[src/rtl/cpu_loader_if.sv]
// cpu_loader_if: bundles the host control/stream signals and the cpu external memory
// ports that cpu_loader drives.
//   master  - cpu_loader side: drives s_ready, m_valid/m_data, busy/done, cpu reset/enable
//             and the instruction/data memory strobes.
//   slave   - environment side (host, cpu memories): drives start/config, s_valid/s_data,
//             m_ready and rdata_ext_2.
interface cpu_loader_if #(
  parameter int unsigned CNT_W = 32
);
  // Session control and configuration (sampled on start)
  logic             start;
  logic [7:0]       n_instr;
  logic [7:0]       n_data;
  logic [CNT_W-1:0] run_cycles;
  logic [7:0]       n_dump;
  // Load stream
  logic             s_valid;
  logic             s_ready;
  logic [63:0]      s_data;
  // Dump stream
  logic             m_valid;
  logic             m_ready;
  logic [63:0]      m_data;
  // Status and core control
  logic             busy;
  logic             done;
  logic             cpu_arst_n;
  logic             cpu_enable;
  // Instruction memory port
  logic [63:0]      addr_ext;
  logic             wen_ext;
  logic             ren_ext;
  logic [31:0]      wdata_ext;
  // Data memory port
  logic [63:0]      addr_ext_2;
  logic             wen_ext_2;
  logic             ren_ext_2;
  logic [63:0]      wdata_ext_2;
  logic [63:0]      rdata_ext_2;

  modport master (
    input  start, n_instr, n_data, run_cycles, n_dump,
    input  s_valid, s_data, m_ready, rdata_ext_2,
    output s_ready, m_valid, m_data, busy, done, cpu_arst_n, cpu_enable,
    output addr_ext, wen_ext, ren_ext, wdata_ext,
    output addr_ext_2, wen_ext_2, ren_ext_2, wdata_ext_2
  );

  modport slave (
    output start, n_instr, n_data, run_cycles, n_dump,
    output s_valid, s_data, m_ready, rdata_ext_2,
    input  s_ready, m_valid, m_data, busy, done, cpu_arst_n, cpu_enable,
    input  addr_ext, wen_ext, ren_ext, wdata_ext,
    input  addr_ext_2, wen_ext_2, ren_ext_2, wdata_ext_2
  );
endinterface

[src/rtl/cpu_loader.sv]
// cpu_loader: sole master of the cpu external memory ports. A session loads a program into
// instruction memory, an image into data memory, runs the core for a programmed number of
// cycles, then streams a data-memory dump back to the host.
// Ports:
//   clk    - clock
//   arst_n - active-low reset, sampled synchronously on clk
//   bus    - cpu_loader_if.master: start/config, load stream (s_*), dump stream (m_*),
//            busy/done, cpu_arst_n/cpu_enable and both external memory ports
module cpu_loader #(
  parameter int unsigned IMEM_WORDS = 128,
  parameter int unsigned DMEM_WORDS = 128,
  parameter int unsigned CNT_W      = 32
) (
  input  logic          clk,
  input  logic          arst_n,
  cpu_loader_if.master  bus
);

  localparam logic [7:0] ImemMax = 8'(IMEM_WORDS);
  localparam logic [7:0] DmemMax = 8'(DMEM_WORDS);

  typedef enum logic [2:0] {
    StIdle, StLoadI, StLoadD, StRun, StDumpRd, StDumpWt, StDumpOut
  } state_e;

  state_e           state_q, state_d;
  logic [7:0]       idx_q, idx_d;
  logic [7:0]       ni_q, ni_d;
  logic [7:0]       nd_q, nd_d;
  logic [7:0]       nk_q, nk_d;
  logic [CNT_W-1:0] run_q, run_d;
  logic [63:0]      mdata_q, mdata_d;
  logic             done_q, done_d;

  logic [7:0] ni_in, nd_in, nk_in;

  // First phase with work left after 'prev' finishes; phases run in fixed order.
  function automatic state_e phase_after(input state_e prev, input logic [7:0] ni,
                                         input logic [7:0] nd, input logic run_nz,
                                         input logic [7:0] nk);
    state_e s;
    s = StIdle;
    if (nk != 8'd0) s = StDumpRd;
    if (run_nz && prev != StRun) s = StRun;
    if (nd != 8'd0 && (prev == StIdle || prev == StLoadI)) s = StLoadD;
    if (ni != 8'd0 && prev == StIdle) s = StLoadI;
    return s;
  endfunction

  always_comb begin
    ni_in = (bus.n_instr > ImemMax) ? ImemMax : bus.n_instr;
    nd_in = (bus.n_data  > DmemMax) ? DmemMax : bus.n_data;
    nk_in = (bus.n_dump  > DmemMax) ? DmemMax : bus.n_dump;
  end

  always_comb begin
    state_d         = state_q;
    idx_d           = idx_q;
    ni_d            = ni_q;
    nd_d            = nd_q;
    nk_d            = nk_q;
    run_d           = run_q;
    mdata_d         = mdata_q;
    bus.s_ready     = 1'b0;
    bus.m_valid     = 1'b0;
    bus.cpu_enable  = 1'b0;
    bus.addr_ext    = '0;
    bus.wen_ext     = 1'b0;
    bus.ren_ext     = 1'b0;
    bus.wdata_ext   = '0;
    bus.addr_ext_2  = '0;
    bus.wen_ext_2   = 1'b0;
    bus.ren_ext_2   = 1'b0;
    bus.wdata_ext_2 = '0;

    case (state_q)
      StIdle: begin
        if (bus.start) begin
          ni_d    = ni_in;
          nd_d    = nd_in;
          nk_d    = nk_in;
          run_d   = bus.run_cycles;
          idx_d   = 8'd0;
          state_d = phase_after(StIdle, ni_in, nd_in, bus.run_cycles != '0, nk_in);
        end
      end
      StLoadI: begin
        bus.s_ready = 1'b1;
        if (bus.s_valid) begin
          bus.wen_ext   = 1'b1;
          bus.addr_ext  = {54'd0, idx_q, 2'b00};
          bus.wdata_ext = bus.s_data[31:0];
          if (idx_q == ni_q - 8'd1) begin
            idx_d   = 8'd0;
            state_d = phase_after(StLoadI, ni_q, nd_q, run_q != '0, nk_q);
          end else begin
            idx_d = idx_q + 8'd1;
          end
        end
      end
      StLoadD: begin
        bus.s_ready = 1'b1;
        if (bus.s_valid) begin
          bus.wen_ext_2   = 1'b1;
          bus.addr_ext_2  = {53'd0, idx_q, 3'b000};
          bus.wdata_ext_2 = bus.s_data;
          if (idx_q == nd_q - 8'd1) begin
            idx_d   = 8'd0;
            state_d = phase_after(StLoadD, ni_q, nd_q, run_q != '0, nk_q);
          end else begin
            idx_d = idx_q + 8'd1;
          end
        end
      end
      StRun: begin
        // Only entered with run_q != 0, so enable is high exactly run_cycles cycles.
        bus.cpu_enable = 1'b1;
        run_d          = run_q - CNT_W'(1);
        if (run_q == CNT_W'(1)) begin
          state_d = phase_after(StRun, ni_q, nd_q, 1'b0, nk_q);
        end
      end
      StDumpRd: begin
        bus.ren_ext_2  = 1'b1;
        bus.addr_ext_2 = {53'd0, idx_q, 3'b000};
        state_d        = StDumpWt;
      end
      StDumpWt: begin
        // Read data arrives the cycle after ren_ext_2.
        mdata_d = bus.rdata_ext_2;
        state_d = StDumpOut;
      end
      StDumpOut: begin
        bus.m_valid = 1'b1;
        if (bus.m_ready) begin
          if (idx_q == nk_q - 8'd1) begin
            idx_d   = 8'd0;
            state_d = StIdle;
          end else begin
            idx_d   = idx_q + 8'd1;
            state_d = StDumpRd;
          end
        end
      end
      default: state_d = StIdle;
    endcase

    // Pulse on any return to IDLE, including an all-zero session that never leaves it.
    done_d = (state_d == StIdle) && (state_q != StIdle || bus.start);
  end

  always_comb begin
    bus.busy       = (state_q != StIdle);
    bus.done       = done_q;
    bus.m_data     = mdata_q;
    bus.cpu_arst_n = (state_q == StRun) || (state_q == StDumpRd) ||
                     (state_q == StDumpWt) || (state_q == StDumpOut);
  end

  always_ff @(posedge clk) begin
    if (!arst_n) begin
      state_q <= StIdle;
      idx_q   <= 8'd0;
      ni_q    <= 8'd0;
      nd_q    <= 8'd0;
      nk_q    <= 8'd0;
      run_q   <= '0;
      mdata_q <= '0;
      done_q  <= 1'b0;
    end else begin
      state_q <= state_d;
      idx_q   <= idx_d;
      ni_q    <= ni_d;
      nd_q    <= nd_d;
      nk_q    <= nk_d;
      run_q   <= run_d;
      mdata_q <= mdata_d;
      done_q  <= done_d;
    end
  end

endmodule

[src/flat_wrapper.sv]
// flat-port wrapper written by rule: the top's interface ports become plain ports
module cpu_loader_flat 
#(
  parameter int unsigned IMEM_WORDS = 128,
  parameter int unsigned DMEM_WORDS = 128,
  parameter int unsigned CNT_W      = 32
)
  (clk, arst_n, bus_start, bus_n_instr, bus_n_data, bus_run_cycles, bus_n_dump, bus_s_valid, bus_s_data, bus_m_ready, bus_rdata_ext_2, bus_s_ready, bus_m_valid, bus_m_data, bus_busy, bus_done, bus_cpu_arst_n, bus_cpu_enable, bus_addr_ext, bus_wen_ext, bus_ren_ext, bus_wdata_ext, bus_addr_ext_2, bus_wen_ext_2, bus_ren_ext_2, bus_wdata_ext_2);
  cpu_loader_if #(.CNT_W(CNT_W)) bus_i ();
  input  logic clk;
  input  logic arst_n;
  input wire logic [$bits(bus_i.start)-1:0] bus_start;
  input wire logic [$bits(bus_i.n_instr)-1:0] bus_n_instr;
  input wire logic [$bits(bus_i.n_data)-1:0] bus_n_data;
  input wire logic [$bits(bus_i.run_cycles)-1:0] bus_run_cycles;
  input wire logic [$bits(bus_i.n_dump)-1:0] bus_n_dump;
  input wire logic [$bits(bus_i.s_valid)-1:0] bus_s_valid;
  input wire logic [$bits(bus_i.s_data)-1:0] bus_s_data;
  input wire logic [$bits(bus_i.m_ready)-1:0] bus_m_ready;
  input wire logic [$bits(bus_i.rdata_ext_2)-1:0] bus_rdata_ext_2;
  output wire logic [$bits(bus_i.s_ready)-1:0] bus_s_ready;
  output wire logic [$bits(bus_i.m_valid)-1:0] bus_m_valid;
  output wire logic [$bits(bus_i.m_data)-1:0] bus_m_data;
  output wire logic [$bits(bus_i.busy)-1:0] bus_busy;
  output wire logic [$bits(bus_i.done)-1:0] bus_done;
  output wire logic [$bits(bus_i.cpu_arst_n)-1:0] bus_cpu_arst_n;
  output wire logic [$bits(bus_i.cpu_enable)-1:0] bus_cpu_enable;
  output wire logic [$bits(bus_i.addr_ext)-1:0] bus_addr_ext;
  output wire logic [$bits(bus_i.wen_ext)-1:0] bus_wen_ext;
  output wire logic [$bits(bus_i.ren_ext)-1:0] bus_ren_ext;
  output wire logic [$bits(bus_i.wdata_ext)-1:0] bus_wdata_ext;
  output wire logic [$bits(bus_i.addr_ext_2)-1:0] bus_addr_ext_2;
  output wire logic [$bits(bus_i.wen_ext_2)-1:0] bus_wen_ext_2;
  output wire logic [$bits(bus_i.ren_ext_2)-1:0] bus_ren_ext_2;
  output wire logic [$bits(bus_i.wdata_ext_2)-1:0] bus_wdata_ext_2;
  assign bus_i.start = bus_start;
  assign bus_i.n_instr = bus_n_instr;
  assign bus_i.n_data = bus_n_data;
  assign bus_i.run_cycles = bus_run_cycles;
  assign bus_i.n_dump = bus_n_dump;
  assign bus_i.s_valid = bus_s_valid;
  assign bus_i.s_data = bus_s_data;
  assign bus_i.m_ready = bus_m_ready;
  assign bus_i.rdata_ext_2 = bus_rdata_ext_2;
  assign bus_s_ready = bus_i.s_ready;
  assign bus_m_valid = bus_i.m_valid;
  assign bus_m_data = bus_i.m_data;
  assign bus_busy = bus_i.busy;
  assign bus_done = bus_i.done;
  assign bus_cpu_arst_n = bus_i.cpu_arst_n;
  assign bus_cpu_enable = bus_i.cpu_enable;
  assign bus_addr_ext = bus_i.addr_ext;
  assign bus_wen_ext = bus_i.wen_ext;
  assign bus_ren_ext = bus_i.ren_ext;
  assign bus_wdata_ext = bus_i.wdata_ext;
  assign bus_addr_ext_2 = bus_i.addr_ext_2;
  assign bus_wen_ext_2 = bus_i.wen_ext_2;
  assign bus_ren_ext_2 = bus_i.ren_ext_2;
  assign bus_wdata_ext_2 = bus_i.wdata_ext_2;
  cpu_loader #(.IMEM_WORDS(IMEM_WORDS), .DMEM_WORDS(DMEM_WORDS), .CNT_W(CNT_W)) u_core (.clk(clk), .arst_n(arst_n), .bus(bus_i));
endmodule
[config.mk]
export PLATFORM = sky130hd
export DESIGN_NAME = cpu_loader_flat
export DESIGN_NICKNAME = d
export VERILOG_FILES = /design/src/rtl/cpu_loader_if.sv /design/src/rtl/cpu_loader.sv /design/src/flat_wrapper.sv
export SDC_FILE = /design/constraint.sdc
export NUM_CORES = 1
export LEC_CHECK = 0
export CORE_AREA = 2 2 189 191
export CTS_CLUSTER_DIAMETER = 120
export DETAILED_ROUTE_END_ITERATION = 7
export DIE_AREA = 0 0 191 193
export SLEW_MARGIN = 40
export SYNTH_ARGS = -nofsm -noshare
export SYNTH_HDL_FRONTEND = slang
export SYNTH_SLANG_ARGS = --single-unit
[constraint.sdc]
create_clock -name clk -period 3.4 [get_ports clk]
set_clock_uncertainty 0.15 [all_clocks]
set_input_delay 1.02 -clock clk [delete_from_list [all_inputs] [get_ports clk]]
set_output_delay 1.02 -clock clk [all_outputs]
set_load 0.05 [all_outputs]
* Word level (Yosys, flattened, before mapping)
Cells that the tools add are included.
** Operators by class
- Equality and inequality tests :: 14
- Divide/modulo/power cells :: 0
- Bitwise gates (word level) :: 0
- Shifts and indexed selects :: 0
- Add/subtract/negate cells :: 5
- Reduce and logical (&&, ||, !) cells :: 21
- $mul :: 0
- Multiplexer cells :: 44
- Order comparisons :: 3
** Operators with widths (count)
- two-way mux 64 bit :: 3
- one-hot mux 64 bit (2 select lines) :: 1
- two-way mux 32 bit :: 3
- two-way mux 8 bit :: 10
- one-hot mux 32 bit (2 select lines) :: 1
- nonzero test 32 bit :: 2
- two-way mux 3 bit :: 15
- nonzero test 8 bit :: 5
- == test 32 x 1 -> 1 bit (second input constant) :: 1
- one-hot mux 8 bit (4 select lines) :: 1
- subtractor 32 x 1 -> 32 bit (second input constant) :: 1
- == test 8 bit :: 3
- greater-than comparator 8 bit (second input constant) :: 3
- subtractor 8 x 1 -> 8 bit (second input constant) :: 3
- one-hot mux 3 bit (7 select lines) :: 1
- two-way mux 11 bit :: 1
- two-way mux 10 bit :: 1
- == test 3 bit (second input constant) :: 3
- adder 8 x 1 -> 8 bit (second input constant) :: 1
- != test 2 bit (second input constant) :: 4
- two-way mux 1 bit :: 7
- == test 3 x 2 -> 1 bit (second input constant) :: 2
- zero test 3 bit :: 2
- AND reduction 5 bit :: 1
- 8 further kinds :: 12
** Word-level totals
- Memories :: 0
- Logic and storage cells :: 95
- Memory bits (read-only) :: 0
- Memory bits (writable) :: 0
- Register bits after elaboration :: 132
- Bits in latches :: 0

* Logic depth before layout (Yosys ltp)
- Depth after elaboration :: 11
- Mapped depth :: 10
- Depth with buffers taken out :: 9

* Worst setup path before layout
Ideal clock, no wire load.
- Kind :: register to output
- From :: register u_core.state_q[2]
- To :: output bus_addr_ext_2[10]
- Required time :: 2.230 ns
- Slack :: -0.900 ns
- Path buffers :: 1
- Arrival time :: 3.130 ns
- Stages on the path, launching flop included :: 5
- Path through :: dfxtp_1 clkbuf_1 nor3b_1 nor2_1 nor2b_1
** Between the ends
- Longest elaborated chain between the ends :: 2
- Elaborated cells on any way between the ends :: 3
** Ends and longest elaborated chain
- from (decl) :: line cpu_loader.sv:26 : state_e state_q, state_d;
- from (signal assigned) :: line cpu_loader.sv:162 : state_q <= StIdle;
- from (signal assigned) :: line cpu_loader.sv:171 : state_q <= state_d;
- == test 3 bit or == test 3 x 2 -> 1 bit (tied branches) :: line cpu_loader.sv:76 : case (state_q)
- one-hot mux 64 bit (2 select lines) * :: line cpu_loader.sv:76
- to (decl) :: line flat_wrapper.sv:32 : output wire logic [$bits(bus_i.addr_ext_2)-1:0] bus_addr_ext_2;
Mark *: on every way between the ends. The rest lies on a longest branch, timed or not.

* Worst setup path in the final report
- From :: input bus_s_data[11]
- To :: output bus_wdata_ext_2[11]
** Between the ends
- Longest elaborated chain between the ends :: 2
** Ends and longest elaborated chain
- from (decl) :: line flat_wrapper.sv:18 : input wire logic [$bits(bus_i.s_data)-1:0] bus_s_data;
- two-way mux 64 bit :: line cpu_loader.sv:103 : if (bus.s_valid) begin
- two-way mux 64 bit :: line cpu_loader.sv:76
- to (decl) :: line flat_wrapper.sv:35 : output wire logic [$bits(bus_i.wdata_ext_2)-1:0] bus_wdata_ext_2;
Every way passes these cells.

==> impl_results.md <==
* First-pass GRT wire length at 51.97 mm
* Vias in the first global route at 8534
* Core area at around 0.035 mm2
* Cell Pwr Density at 351.4 mW/mm2
* Clock buffer depth at 2
* Pre-CTS WS at -0.2870 ns
* Leak at 5.288 nW
* Root Buffer: clkbuf_16
* Vias at 8882
* Largest net degree at the start of global routing at 78
* Status: finished, final reports clean
* Total CTS buffers at 17
* Yosys warns at 0
* Fin crit share at 94.59%
* Final Wtd Congestion at 0.8706
* DR pass1 iterations at 5
* Flops & latches, synth at 132
* Total global routing track utilization at a little under a fifth
* Row cnt at 69
* Clk sinks at 132
* CTS tree: done
* Yosys top cell area share at 32.40%
* Worst skew pair latency at 0.45 ns
* IO buf count at 373
* Layout Cells excl Fill at 1972
* Post-synth ARST share at 0%
* Most used flip-flop cell after synthesis: dfxtp_1
* Hold Crit Class: register to register
* Synth cell types at 61
* Kind of end point of the critical path: output port
* Post-synth top area cell: dfxtp_1
* FILL cells at ~3600
* EDFF count, synth at 0
* Final Max Tran Viols at 0
* Seq/Total Area, Yosys at 32.40%
* Residual DRC count at 0
* Synth top area cells: dfxtp_1, buf_4, nand2_1
* Via density at 4.504
* Hold_buf cts at 0
* Worst path max stage delay at between 0.6 and 0.7 ns
* Worst slew pin tran at 0.6902 ns
* Grt ovf at 0
* Final nets at 1694
* Highest ir drop seen on vdd at 0.0003812 V
* Final Worst Setup Slack at 0.1838 ns
* Mapped Area at 0.008155 mm2
* Die height at between 150 and 200 um
* Hold Path Stages at 2
* Fin. Hold Viols at 0
* WP data arrival at 2.05 ns
* Layout cells sized above 1 at 18.10%
* Tmin final at ~3.2 ns
* Unrepaired setup endpoints after global routing: no
* Routed len/inst at 18.27 um
* Post-DRT Antenna Nets at 0
* Initial antenna violation count at 10
* Max-Cap Viols at 0
* Htree depth at 4
* Mapped Cells at 1094
* Ordered list of cells on the worst path: clkdlybuf4s50_1 -> and2_1 -> buf_12
* Crit path max fanout at 2
* Clock-pin slew on the worst setup and hold paths at roughly 0.060 ns
* Syn_area_per_cell at 7.455 um2
* R2R cell count at 7
* Finish-stage setup viols at 0
* Crit path required time at about 2.2 ns
* Fmax at between 300 and 400 MHz
* Relative slew margins at 53.99%
* Width of the chip at about 190 um
* Die ar. at 0.03686 mm2
* 1st-iter DRT viols at 428
* Initial cell density of the core at 23.32%
* CP max-delay cell: clkdlybuf4s50_1
* DP HPWL at 28.49 mm
* Area growth, synth to finish at 64.22%
* CP Class: primary input to output port
* IO Pins at 487
* Startpoint Class: primary input
* Placed Cells at 1935
* Routed wire length at 36.04 mm
-- worst paths after layout --
check                                     startpoint                                  to  slack [ns]
setup / recovery                      bus_s_data[11]                 bus_wdata_ext_2[11]        0.18
hold / removal    u_core.bus.m_data[52]$_SDFFE_PN0P_  u_core.bus.m_data[52]$_SDFFE_PN0P_        0.30
setup reg to reg       u_core.run_q[19]$_SDFFE_PN0P_          u_core.bus.done$_SDFF_PN0_        0.60
hold reg to reg   u_core.bus.m_data[52]$_SDFFE_PN0P_  u_core.bus.m_data[52]$_SDFFE_PN0P_        0.30
-- registers in the layout (all words and copies together) (netlist names) --
signal             cells
u_core.bus.m_data     64
u_core.ni_q            8
u_core.bus.done        1
u_core.nd_q            8
u_core.state_q         3
u_core.run_q          32
u_core.nk_q            8
u_core.idx_q           8
-- power breakdown --
part | internal, mW | switching [mW]
registers | 1.59 | 0.0526
clock network | 1.19 | 0.761
logic | 0.441 | 0.675
total | 3.22 | 1.49
-- synth_stat cells, types with 4 or more instances --
cell / instances
xnor2_1: 10
a22oi_1: 4
and2_1: 107
ha_1: 8
a21oi_1: 132
clkbuf_1: 58
xor2_1: 22
nand2_1: 193
nor3_1: 18
nor3b_1: 5
nor2_1: 42
and3_1: 5
a31oi_1: 8
o21ai_0: 17
nand4_1: 6
nand3_1: 20
buf_4: 113
o311ai_0: 7
buf_1: 10
nand2b_1: 10
dfxtp_1: 132
o31ai_1: 5
nor4_1: 30
inv_1: 18
or3_1: 7
nand3b_1: 24
nor2b_1: 10
or3_4: 4
or4_1: 6
o211ai_1: 9
-- critical path: cells and delay by family --
| family | cells | cell delay (ns) |
|---|---|---|
| AND/OR/NAND/NOR | 1 | 0.23 |
| buffers and inverters | 2 | 0.79 |
-- metrics by stage --
stage          cell area [um2]  TNS [ns]  util, %  total power [mW]  hold WS, ns
6_report                 13390         0    38.30             4.706       0.3013
2_1_floorplan             8625   -0.1995        -             2.398       0.2934
3_5_place_dp             12690    -24.72    36.31             2.772       0.2957
3_3_place_gp             12690    -21.98    36.31             2.761       0.2905
4_1_cts                  13380         0    38.27             4.762       0.3045
5_1_grt                  13390         0    38.30             4.901       0.3226
-- cells in the final DEF (no fill, tap or decap), types with 9 or more instances in the layout --
master,instances
nand3b_1,24
o211ai_1,9
nand2_1,191
nor4_1,29
nor2_1,41
clkdlybuf4s50_1,252
and2_1,96
buf_12,47
clkbuf_16,17
inv_1,16
xor2_1,22
nand2b_1,10
conb_1,113
xnor2_1,10
and2_2,9
a21oi_1,132
nand3_1,20
o21ai_0,17
nor3_1,17
buf_4,147
dfxtp_1,129
-- kinds of logic (layout without fill, tap and decap cells) --
group	count (synthesis)	after routing	synth area share [%]
AO/OA/AOI/OAI	221	221	16.25
XOR/XNOR	33	33	3.713
adder cells (fa/ha/maj)	8	8	1.227
buffers and inverters	199	501	14.36
flip-flops	132	132	32.40
multiplexers	2	2	0.2455
other	1	116	0.04598
AND/OR/NAND/NOR	498	498	31.76
-- area by class of cell --
class	count	area [um2]	share of cell area, %
Multi-Input combinational cell	875	4830	36.06
Timing Repair Buffer	453	4656	34.76
Sequential cell	132	2646	19.76
Tap cell	461	576.8	4.307
Clock buffer	19	452.9	3.382
Clock inverter	11	153.9	1.149
Inverter	18	70.07	0.5232
Antenna cell	3	7.507	0.05605
-- layer usage --
metal,routed length [um],track usage (%)
met5,45,0
met4,1028,8.587
met3,3024,6.172
met2,17410,32.11
met1,14530,21.82
-- repair_timing --
action                                  CTS  global route
endpoints found under the hold margin     0             0
pin swaps                                 1             0
buffers inserted                          3             0
gates resized for setup                  11             6
cloned                                    1             0
endpoints found under the setup margin  114            88
Power figures use the tool's default switching activity.
